$ cat config.mk
export PLATFORM = sky130hd
export DESIGN_NAME = imu_init_sequencer
export DESIGN_NICKNAME = d
export VERILOG_FILES = /design/src/rtl/imu_init_pkg.sv /design/src/rtl/imu_init_rom.sv /design/src/rtl/imu_init_sequencer.sv
export SDC_FILE = /design/constraint.sdc
export NUM_CORES = 1
export LEC_CHECK = 0
export CAP_MARGIN = 20
export CORE_MARGIN = 2
export CORE_UTILIZATION = 38
export CTS_CLUSTER_SIZE = 30
export DETAILED_ROUTE_END_ITERATION = 10
export HOLD_SLACK_MARGIN = 0.15
export PLACE_DENSITY = 0.66
export RECOVER_POWER = 50
export SYNTH_ARGS = -nofsm -noshare
export SYNTH_HDL_FRONTEND = slang
export SYNTH_HIERARCHICAL = 1
export SYNTH_SLANG_ARGS = --single-unit
$ cat constraint.sdc
create_clock -name clock -period 4.44 [get_ports clock]
set_input_delay 0.888 -clock clock [delete_from_list [all_inputs] [get_ports clock]]
set_output_delay 0.888 -clock clock [all_outputs]
set_load 0.05 [all_outputs]
$ cat src/rtl/imu_init_pkg.sv
// imu_init_pkg: shared types and constants for the IMU init sequencer.
// Entry word layout is {reg[7:0], data[7:0], delay[7:0]}.
package imu_init_pkg;

  typedef enum logic [2:0] {
    S_IDLE,
    S_LOAD,
    S_REQ,
    S_ACK,
    S_DELAY,
    S_NEXT,
    S_FAULT
  } state_e;

  localparam int ENTRY_W = 24;

  localparam int REG_HI = 23;
  localparam int REG_LO = 16;
  localparam int DAT_HI = 15;
  localparam int DAT_LO = 8;
  localparam int DLY_HI = 7;
  localparam int DLY_LO = 0;

  localparam logic [6:0] MPU9250_ADDR = 7'h68;

  typedef logic [ENTRY_W-1:0] entry_t;

  function automatic entry_t mk_entry(
    input logic [7:0] r,
    input logic [7:0] d,
    input logic [7:0] dly
  );
    return {r, d, dly};
  endfunction

endpackage

$ cat src/rtl/imu_init_rom.sv
// imu_init_rom: fixed MPU9250 bring-up table, one 24-bit word per entry.
// Unused indices read as all-zero words.
module imu_init_rom
  import imu_init_pkg::*;
(
  input  logic [3:0] idx_i,
  output entry_t     entry_o
);

  // Combinational table lookup
  always_comb begin
    entry_o = '0;
    case (idx_i)
      4'd0:    entry_o = mk_entry(8'h6B, 8'h80, 8'd100);
      4'd1:    entry_o = mk_entry(8'h6B, 8'h01, 8'd10);
      4'd2:    entry_o = mk_entry(8'h1A, 8'h03, 8'd0);
      4'd3:    entry_o = mk_entry(8'h1B, 8'h18, 8'd0);
      4'd4:    entry_o = mk_entry(8'h1C, 8'h08, 8'd0);
      4'd5:    entry_o = mk_entry(8'h1D, 8'h03, 8'd0);
      4'd6:    entry_o = mk_entry(8'h37, 8'h02, 8'd0);
      4'd7:    entry_o = mk_entry(8'h6C, 8'h00, 8'd0);
      default: entry_o = '0;
    endcase
  end

endmodule

$ cat src/rtl/imu_init_sequencer.sv
// imu_init_sequencer: walks the init table into the I2C byte writer.
// Optional write watchdog enabled by defining INIT_TIMEOUT_EN.
module imu_init_sequencer
  import imu_init_pkg::*;
#(
  parameter int         NUM_ENTRIES       = 8,
  parameter logic [6:0] DEVICE_ADDR       = MPU9250_ADDR,
  parameter int         DELAY_UNIT_CYCLES = 25000,
  parameter int         TIMEOUT_CYCLES    = 250000
) (
  input  logic       clock,
  input  logic       reset_n,
  input  logic       go,
  input  logic       wr_done,
  output logic       wr_start,
  output logic [6:0] device_address,
  output logic [7:0] register_address,
  output logic [7:0] data_out,
  output logic       busy,
  output logic       init_done,
  output logic       error,
  output logic [3:0] entry_idx
);

  localparam logic [3:0] LAST_IDX =
    4'(NUM_ENTRIES - 1);
  localparam logic [31:0] UNIT =
    32'(DELAY_UNIT_CYCLES);

  state_e      state_q;
  logic        done_meta_q;
  logic        done_sync_q;
  logic [3:0]  idx_q;
  logic [7:0]  reg_q;
  logic [7:0]  dat_q;
  logic [7:0]  dly_q;
  logic [31:0] dly_cnt_q;
  logic        wr_start_q;
  logic        busy_q;
  logic        init_done_q;
  entry_t      rom_word;

`ifdef INIT_TIMEOUT_EN
  localparam logic [31:0] TMO_LAST =
    32'(TIMEOUT_CYCLES - 1);
  logic        error_q;
  logic [31:0] tmo_q;
  logic        tmo_hit;
  assign tmo_hit = (tmo_q == TMO_LAST);
  assign error   = error_q;
`else
  logic unused_tmo;
  assign unused_tmo = ^TIMEOUT_CYCLES;
  assign error      = 1'b0;
`endif

  imu_init_rom u_rom (
    .idx_i   (idx_q),
    .entry_o (rom_word)
  );

  // Two-flop synchronizer for the writer's done level
  always_ff @(posedge clock or negedge reset_n) begin
    if (!reset_n) begin
      done_meta_q <= 1'b0;
      done_sync_q <= 1'b0;
    end else begin
      done_meta_q <= wr_done;
      done_sync_q <= done_meta_q;
    end
  end

  // Sequencer FSM; every output is registered
  always_ff @(posedge clock or negedge reset_n) begin
    if (!reset_n) begin
      state_q     <= S_IDLE;
      idx_q       <= '0;
      reg_q       <= '0;
      dat_q       <= '0;
      dly_q       <= '0;
      dly_cnt_q   <= '0;
      wr_start_q  <= 1'b0;
      busy_q      <= 1'b0;
      init_done_q <= 1'b0;
`ifdef INIT_TIMEOUT_EN
      error_q     <= 1'b0;
      tmo_q       <= '0;
`endif
    end else begin
      unique case (state_q)
        S_IDLE: begin
          wr_start_q <= 1'b0;
          if (go) begin
            state_q     <= S_LOAD;
            busy_q      <= 1'b1;
            init_done_q <= 1'b0;
            idx_q       <= '0;
`ifdef INIT_TIMEOUT_EN
            error_q     <= 1'b0;
`endif
          end
        end
        S_LOAD: begin
          reg_q      <= rom_word[REG_HI:REG_LO];
          dat_q      <= rom_word[DAT_HI:DAT_LO];
          dly_q      <= rom_word[DLY_HI:DLY_LO];
          wr_start_q <= 1'b1;
          state_q    <= S_REQ;
`ifdef INIT_TIMEOUT_EN
          tmo_q      <= '0;
`endif
        end
        S_REQ: begin
`ifdef INIT_TIMEOUT_EN
          tmo_q <= tmo_q + 32'd1;
          if (tmo_hit) begin
            state_q    <= S_FAULT;
            wr_start_q <= 1'b0;
            busy_q     <= 1'b0;
            error_q    <= 1'b1;
          end else
`endif
          if (!done_sync_q) begin
            wr_start_q <= 1'b0;
            state_q    <= S_ACK;
          end
        end
        S_ACK: begin
          wr_start_q <= 1'b0;
`ifdef INIT_TIMEOUT_EN
          tmo_q <= tmo_q + 32'd1;
          if (tmo_hit) begin
            state_q <= S_FAULT;
            busy_q  <= 1'b0;
            error_q <= 1'b1;
          end else
`endif
          if (done_sync_q) begin
            dly_cnt_q <= 32'(dly_q) * UNIT;
            state_q   <= S_DELAY;
          end
        end
        S_DELAY: begin
          if (dly_cnt_q <= 32'd1) begin
            state_q <= S_NEXT;
          end else begin
            dly_cnt_q <= dly_cnt_q - 32'd1;
          end
        end
        S_NEXT: begin
          if (idx_q == LAST_IDX) begin
            init_done_q <= 1'b1;
            busy_q      <= 1'b0;
            state_q     <= S_IDLE;
          end else begin
            idx_q   <= idx_q + 4'd1;
            state_q <= S_LOAD;
          end
        end
        default: begin
          wr_start_q <= 1'b0;
          state_q    <= S_IDLE;
        end
      endcase
    end
  end

  assign wr_start         = wr_start_q;
  assign device_address   = DEVICE_ADDR;
  assign register_address = reg_q;
  assign data_out         = dat_q;
  assign busy             = busy_q;
  assign init_done        = init_done_q;
  assign entry_idx        = idx_q;

endmodule
==> impl_metrics.ini, run 1 <==
[die]
die_w_um = 121
initial_utilization = 0.389
num_rows = 42
die_area_mm2 = 0.0145
core-area_mm2 = 0.0132
io_pins = 35
die_y_um = 121

[routing]
wirelength_met1_um = 5460
via_per_inst = 5.47
wl_met2_um = 5460
detail_route.first_pass.iterations = 4
top_layer = met4
met3WireLength_um = 484
antenna_left = 0
drt-wirelength-per-cell_um = 15.8
drt-initial-drc-count = 197
routed_wirelength_um = 11600
vias = 4028
drc = 0

[timing]
max_slew.worst_pin.slew_ns = 1.45
fin_crit_sh = 0.894
setup_viol = 0
setup-tns-final_ns = 0
finalClockSkew_ns = 0.00893
fin_crit_ns = 3.97
report.final.slew_viol_count = 0
max_freq_mhz = 252
relSlewSlack = 0.0336
rsz0062_at_grt = false
hold_viol = 0

[synth]
synth-edff-count = 0
yosysWarnings = 6
yosysTopAreaCell = dfrtp_1
synth_area_per_cell_um2 = 9.60
synth-seq-area-share = 0.330
synth-seq-cells = 68
synthTopCellsByCount = dfrtp_1 (68), ha_1 (60), nand2_1 (41)
synth_flop_cell = dfrtp_1
yosysMostFrequentCell = dfrtp_1
mappedNetlistArea_mm2 = 0.00516
async_flop_share = 1.00
synth_cells = 537
synth.top_cell.area_share = 0.330
synth_cell_type_count = 68
synth.area.top_cells = dfrtp_1 (33%), ha_1 (15%), mux2_2 (4.8%)

[placement]
placed_area_mm2 = 0.00551
detailed_place_hpwl_um = 8570
port_buffers = 26
globalplace.congestion = 0.842

[status]
status = finished clean

[cts]
clk_pin_slew_ns = 0.06
cts_root_buf = clkbuf_16
clk_path_buf_depth = 2
clock_sinks = 68
htree_num_levels = 3
worstSkewPairLatency_ns = 0.34
cts_setup_buffers = 0
cts_buffers = 9
cts_hold_buf = 0
cts_tree = done
cts-resized-gates = 0

[critical_path]
cp-end-kind = flip-flop
start_kind = flip-flop
r2r_slack_ns = 0.47
cp_data_required_time_ns = 4.66
r2r-end = dly_cnt_q[16]
cp.arrival_ns = 4.19
path_max_fanout = 5
crit_type = flip-flop to flip-flop
rr_worst_depth = 14
r2r_start = dly_q[2]

[hold_path]
hold_end = done_sync_q
hold_class = flip-flop to flip-flop
min_path_cells = 0
min_from = done_meta_q

[job]
max_cap_violations = 0

[global_route]
grt_antenna_before_repair = 0
grt_overflow = 0
grt_start_max_net_pins = 43
grt_usage = 0.168
grt_pass1_wl_um = 19700
grt_pass1_vias = 3943

[cells_and_area]
syn_to_final_growth_pct = 12.1
final_area_mm2 = 0.00578
num-fill-cells = 1316
fin_nets = 631
antenna_cells = 0
final_util = 0.436
drive_above_1_share = 0.107
==> how the worst max path moves through the flow <==
stage	from	to	slack [ns]	cells past startpoint
2_1_floorplan	dly_q[2]	dly_cnt_q[16]	0.75	14
3_3_place_gp	dly_q[2]	dly_cnt_q[16]	0.57	14
3_5_place_dp	dly_q[2]	dly_cnt_q[16]	0.47	14
4_1_cts	dly_q[2]	dly_cnt_q[16]	0.46	14
5_1_grt	dly_q[2]	dly_cnt_q[16]	0.30	14
6_report	dly_q[2]	dly_cnt_q[16]	0.47	14
==> flip-flops by register name, indices dropped and copies added, names as in the netlist, 3 cells and up <==
name,cells
data_out,8
state_q,3
register_address,8
dly_q,8
entry_idx,4
dly_cnt_q,32
==> layout by cell type, fill, tap and decap left out, types with 12 or more instances in the layout <==
cell type	netlist	routed
a21oi_1	40	40
clkdlybuf4s50_1	0	23
conb_1	3	15
dfrtp_1	68	68
fa_1	12	12
ha_1	60	60
inv_1	21	21
mux2_2	22	22
nand2_1	41	41
nor2_1	31	31
o21ai_0	18	18
o21ai_1	27	27
xnor2_1	12	12
==> critical path: stages, from the launching register on <==
cell and delay [ns]:
dfrtp_1 0.43, ha_1 0.34, ha_1 0.28, inv_1 0.05
fa_1 0.50, inv_1 0.06, fa_1 0.43, ha_1 0.36
a21o_1 0.20, a21oi_1 0.13, o21ai_1 0.16, a221oi_1 0.36
o21bai_1 0.12, xor2_1 0.15, a221o_1 0.29
==> stage by stage <==
step,setup WS (ns),std cells,hold WS [ns]
after detailed placement,0.474,720,0.338
after floorplan,0.747,549,0.331
after global routing,0.296,736,0.355
after CTS,0.459,736,0.351
after global placement,0.572,719,0.336
final,0.471,736,0.349
==> cells by family (layout without fill, tap and decap cells) <==
logic type,Yosys count,in the layout,synth area share
xor gates and xnor gates,19,19,0.0323
buffers and inverters,58,69,0.0597
adders and majority gates,72,72,0.192
and+or+nand+nor,154,154,0.166
AOI/OAI and AO/OA,138,138,0.164
DFF,68,68,0.330
muxes,25,25,0.0539
other,3,15,0.00218
==> routing by layer <==
| metal | vias up | global-route usage |
|---|---|---|
| met1 | 1967 | 0.230 |
| met5 | - | 0 |
| li1 | 1953 | - |
| met4 | 0 | 0.0501 |
| met2 | 95 | 0.271 |
| met3 | 13 | 0.0302 |
==> cell type report <==
| cell class | instances | area [um^2] | share of cell area |
|---|---|---|---|
| Inverter | 21 | 78.8 | 0.0136 |
| Sequential cell | 68 | 1700 | 0.294 |
| Timing Repair Buffer | 32 | 289 | 0.0500 |
| Clock inverter | 6 | 62.6 | 0.0108 |
| Tap cell | 176 | 220 | 0.0381 |
| Multi-Input combinational cell | 423 | 3190 | 0.552 |
| Clock buffer | 10 | 239 | 0.0414 |
Power of run 1 is left out: the tool's default activity adds up to more than one toggle a clock period on the data nets, which glitch-free logic cannot reach.
==> inputs of run 2 (changes only) <==
--- a/config.mk
+++ b/config.mk
@@ -7,11 +7,11 @@
 export LEC_CHECK = 0
 export CAP_MARGIN = 20
 export CORE_MARGIN = 2
-export CORE_UTILIZATION = 38
+export CORE_UTILIZATION = 40
 export CTS_CLUSTER_SIZE = 30
 export DETAILED_ROUTE_END_ITERATION = 10
 export HOLD_SLACK_MARGIN = 0.15
-export PLACE_DENSITY = 0.66
+export PLACE_DENSITY = 0.69
 export RECOVER_POWER = 50
 export SYNTH_ARGS = -nofsm -noshare
 export SYNTH_HDL_FRONTEND = slang
==> run 2 against run 1 <==
  * Register-to-register slack about the same
  * Non-clock buffer count decreased by 1
  * Clock-buffer cell count increased by 2
  * Core utilization increased by 2.3 points
  * Clock skew about the same
  * Cell count decreased by 0.68%
  * Global-route usage increased by 0.29 points
  * Die area decreased by 4.8%
  * Largest cell class unchanged
==> impl_metrics.ini, run 2 (synthesis gave the netlist of run 1 again) <==
[critical_path]
slowest_stage = fa_1
path_common_cell = ha_1
cp.arrival_ns = 4.19
crit_type = flip-flop to flip-flop
critPathMaxStageDelay_ns = 0.50
cp-end-kind = flip-flop
cp_data_required_time_ns = 4.65
crit_buf_inv = 2
path_max_fanout = 5
start_kind = flip-flop
path_cells = ha_1 > ha_1 > inv_1 > fa_1 > inv_1 > fa_1 > ha_1 > a21o_1 > a21oi_1 > o21ai_1 > a221oi_1 > o21bai_1 > xor2_1 > a221o_1
crit_family = adder cells

[timing]
rsz0062_at_grt = false
hold_slack_ns = 0.349
setup_ws_ns = 0.457
max_slew.worst_pin.slew_ns = 1.40
setup_viol = 0
max_freq_mhz = 251
finalClockSkew_ns = 0.00853
hold_viol = 0
fin_crit_ns = 3.98
relSlewSlack = 0.0681
report.final.slew_viol_count = 0
fin_crit_sh = 0.897
setup-tns-final_ns = 0

[job]
max_cap_violations = 0

[placement]
placed_area_mm2 = 0.00548
dp_slack_ns = 0.459
port_buffers = 26
globalplace.congestion = 0.912
detailed_place_hpwl_um = 8420

[cts]
cts-resized-gates = 0
worstSkewPairLatency_ns = 0.34
cts_hold_buf = 0
cts_setup_buffers = 0
cts_tree = done
cts_buffers = 9
clock_sinks = 68
htree_num_levels = 3
clk_pin_slew_ns = 0.05
clk_path_buf_depth = 2
cts_root_buf = clkbuf_16

[die]
die_area_mm2 = 0.0138
die_y_um = 118
io_pins = 35
die_w_um = 118
initial_utilization = 0.409
num_rows = 41
core-area_mm2 = 0.0126

[routing]
drt-wirelength-per-cell_um = 15.5
detail_route.first_pass.iterations = 5
drc = 0
via_per_inst = 5.53
routed_wirelength_um = 11300
drt-initial-drc-count = 235
antenna_left = 0
vias = 4046

[global_route]
grt_overflow = 0
grt_antenna_before_repair = 0
grt_pass1_wl_um = 19400
grt_pass1_vias = 3991
grt_start_max_net_pins = 43
grt_usage = 0.171

[cells_and_area]
largest_reg_flops = 32
final_common_cell = dfrtp_1
syn_to_final_growth_pct = 12.5
layout_common_cells = dfrtp_1 (68), ha_1 (60), nand2_1 (41)
largest_register = dly_cnt_q
antenna_cells = 0
final_area_mm2 = 0.00580
drive_above_1_share = 0.106
fin_nets = 630

[hold_path]
hold_class = flip-flop to flip-flop

[status]
status = finished clean
run 2: changes by cell type in the layout (fill, tap and decap cells not counted), sizes merged:
cell / before / now
buf: 3 / 2
bufinv: 1 / 2
clkbuf: 14 / 16
clkinv: 4 / 2
inv: 22 / 21
run 2: stage by stage:
stage                util  instances
finish              0.460        731
global route        0.460        731
CTS                 0.461        730
detailed placement  0.434        714
global placement    0.434        714
floorplan               -        549
run 2: layer usage:
layer / GRT usage / wire length, um / vias to the layer above
li1: - / - / 1952
met1: 0.217 / 5080 / 1949
met2: 0.288 / 5390 / 121
met3: 0.0407 / 620 / 24
met4: 0.0542 / 231 / 0
met5: 0 / 0 / -
run 2: path summary, 6_finish.rpt:
| kind | start | end | slack [ns] | depth (start not counted) |
|---|---|---|---|---|
| worst max-delay path | dly_q[2] | dly_cnt_q[16] | 0.46 | 14 |
| worst min-delay path | done_meta_q | done_sync_q | 0.35 | 0 |
| worst max register to register | dly_q[2] | dly_cnt_q[16] | 0.46 | 14 |
| worst min register to register | done_meta_q | done_sync_q | 0.35 | 0 |
| max in group asynchronous | reset_n | dly_cnt_q[16] | 1.84 | 2 |
| min in group asynchronous | reset_n | register_address[7] | 0.86 | 1 |
run 2: area by class of cell:
| class | instances | area, um^2 |
|---|---|---|
| clock buffers | 12 | 267 |
| clock inverters | 4 | 70.1 |
| fillers | 1218 | 6820 |
| inverters | 21 | 78.8 |
| multi-input cells | 423 | 3190 |
| flip-flops and latches | 68 | 1700 |
| well taps | 172 | 215 |
| repair buffers | 31 | 282 |
Power of run 2 is left out for the same reason.
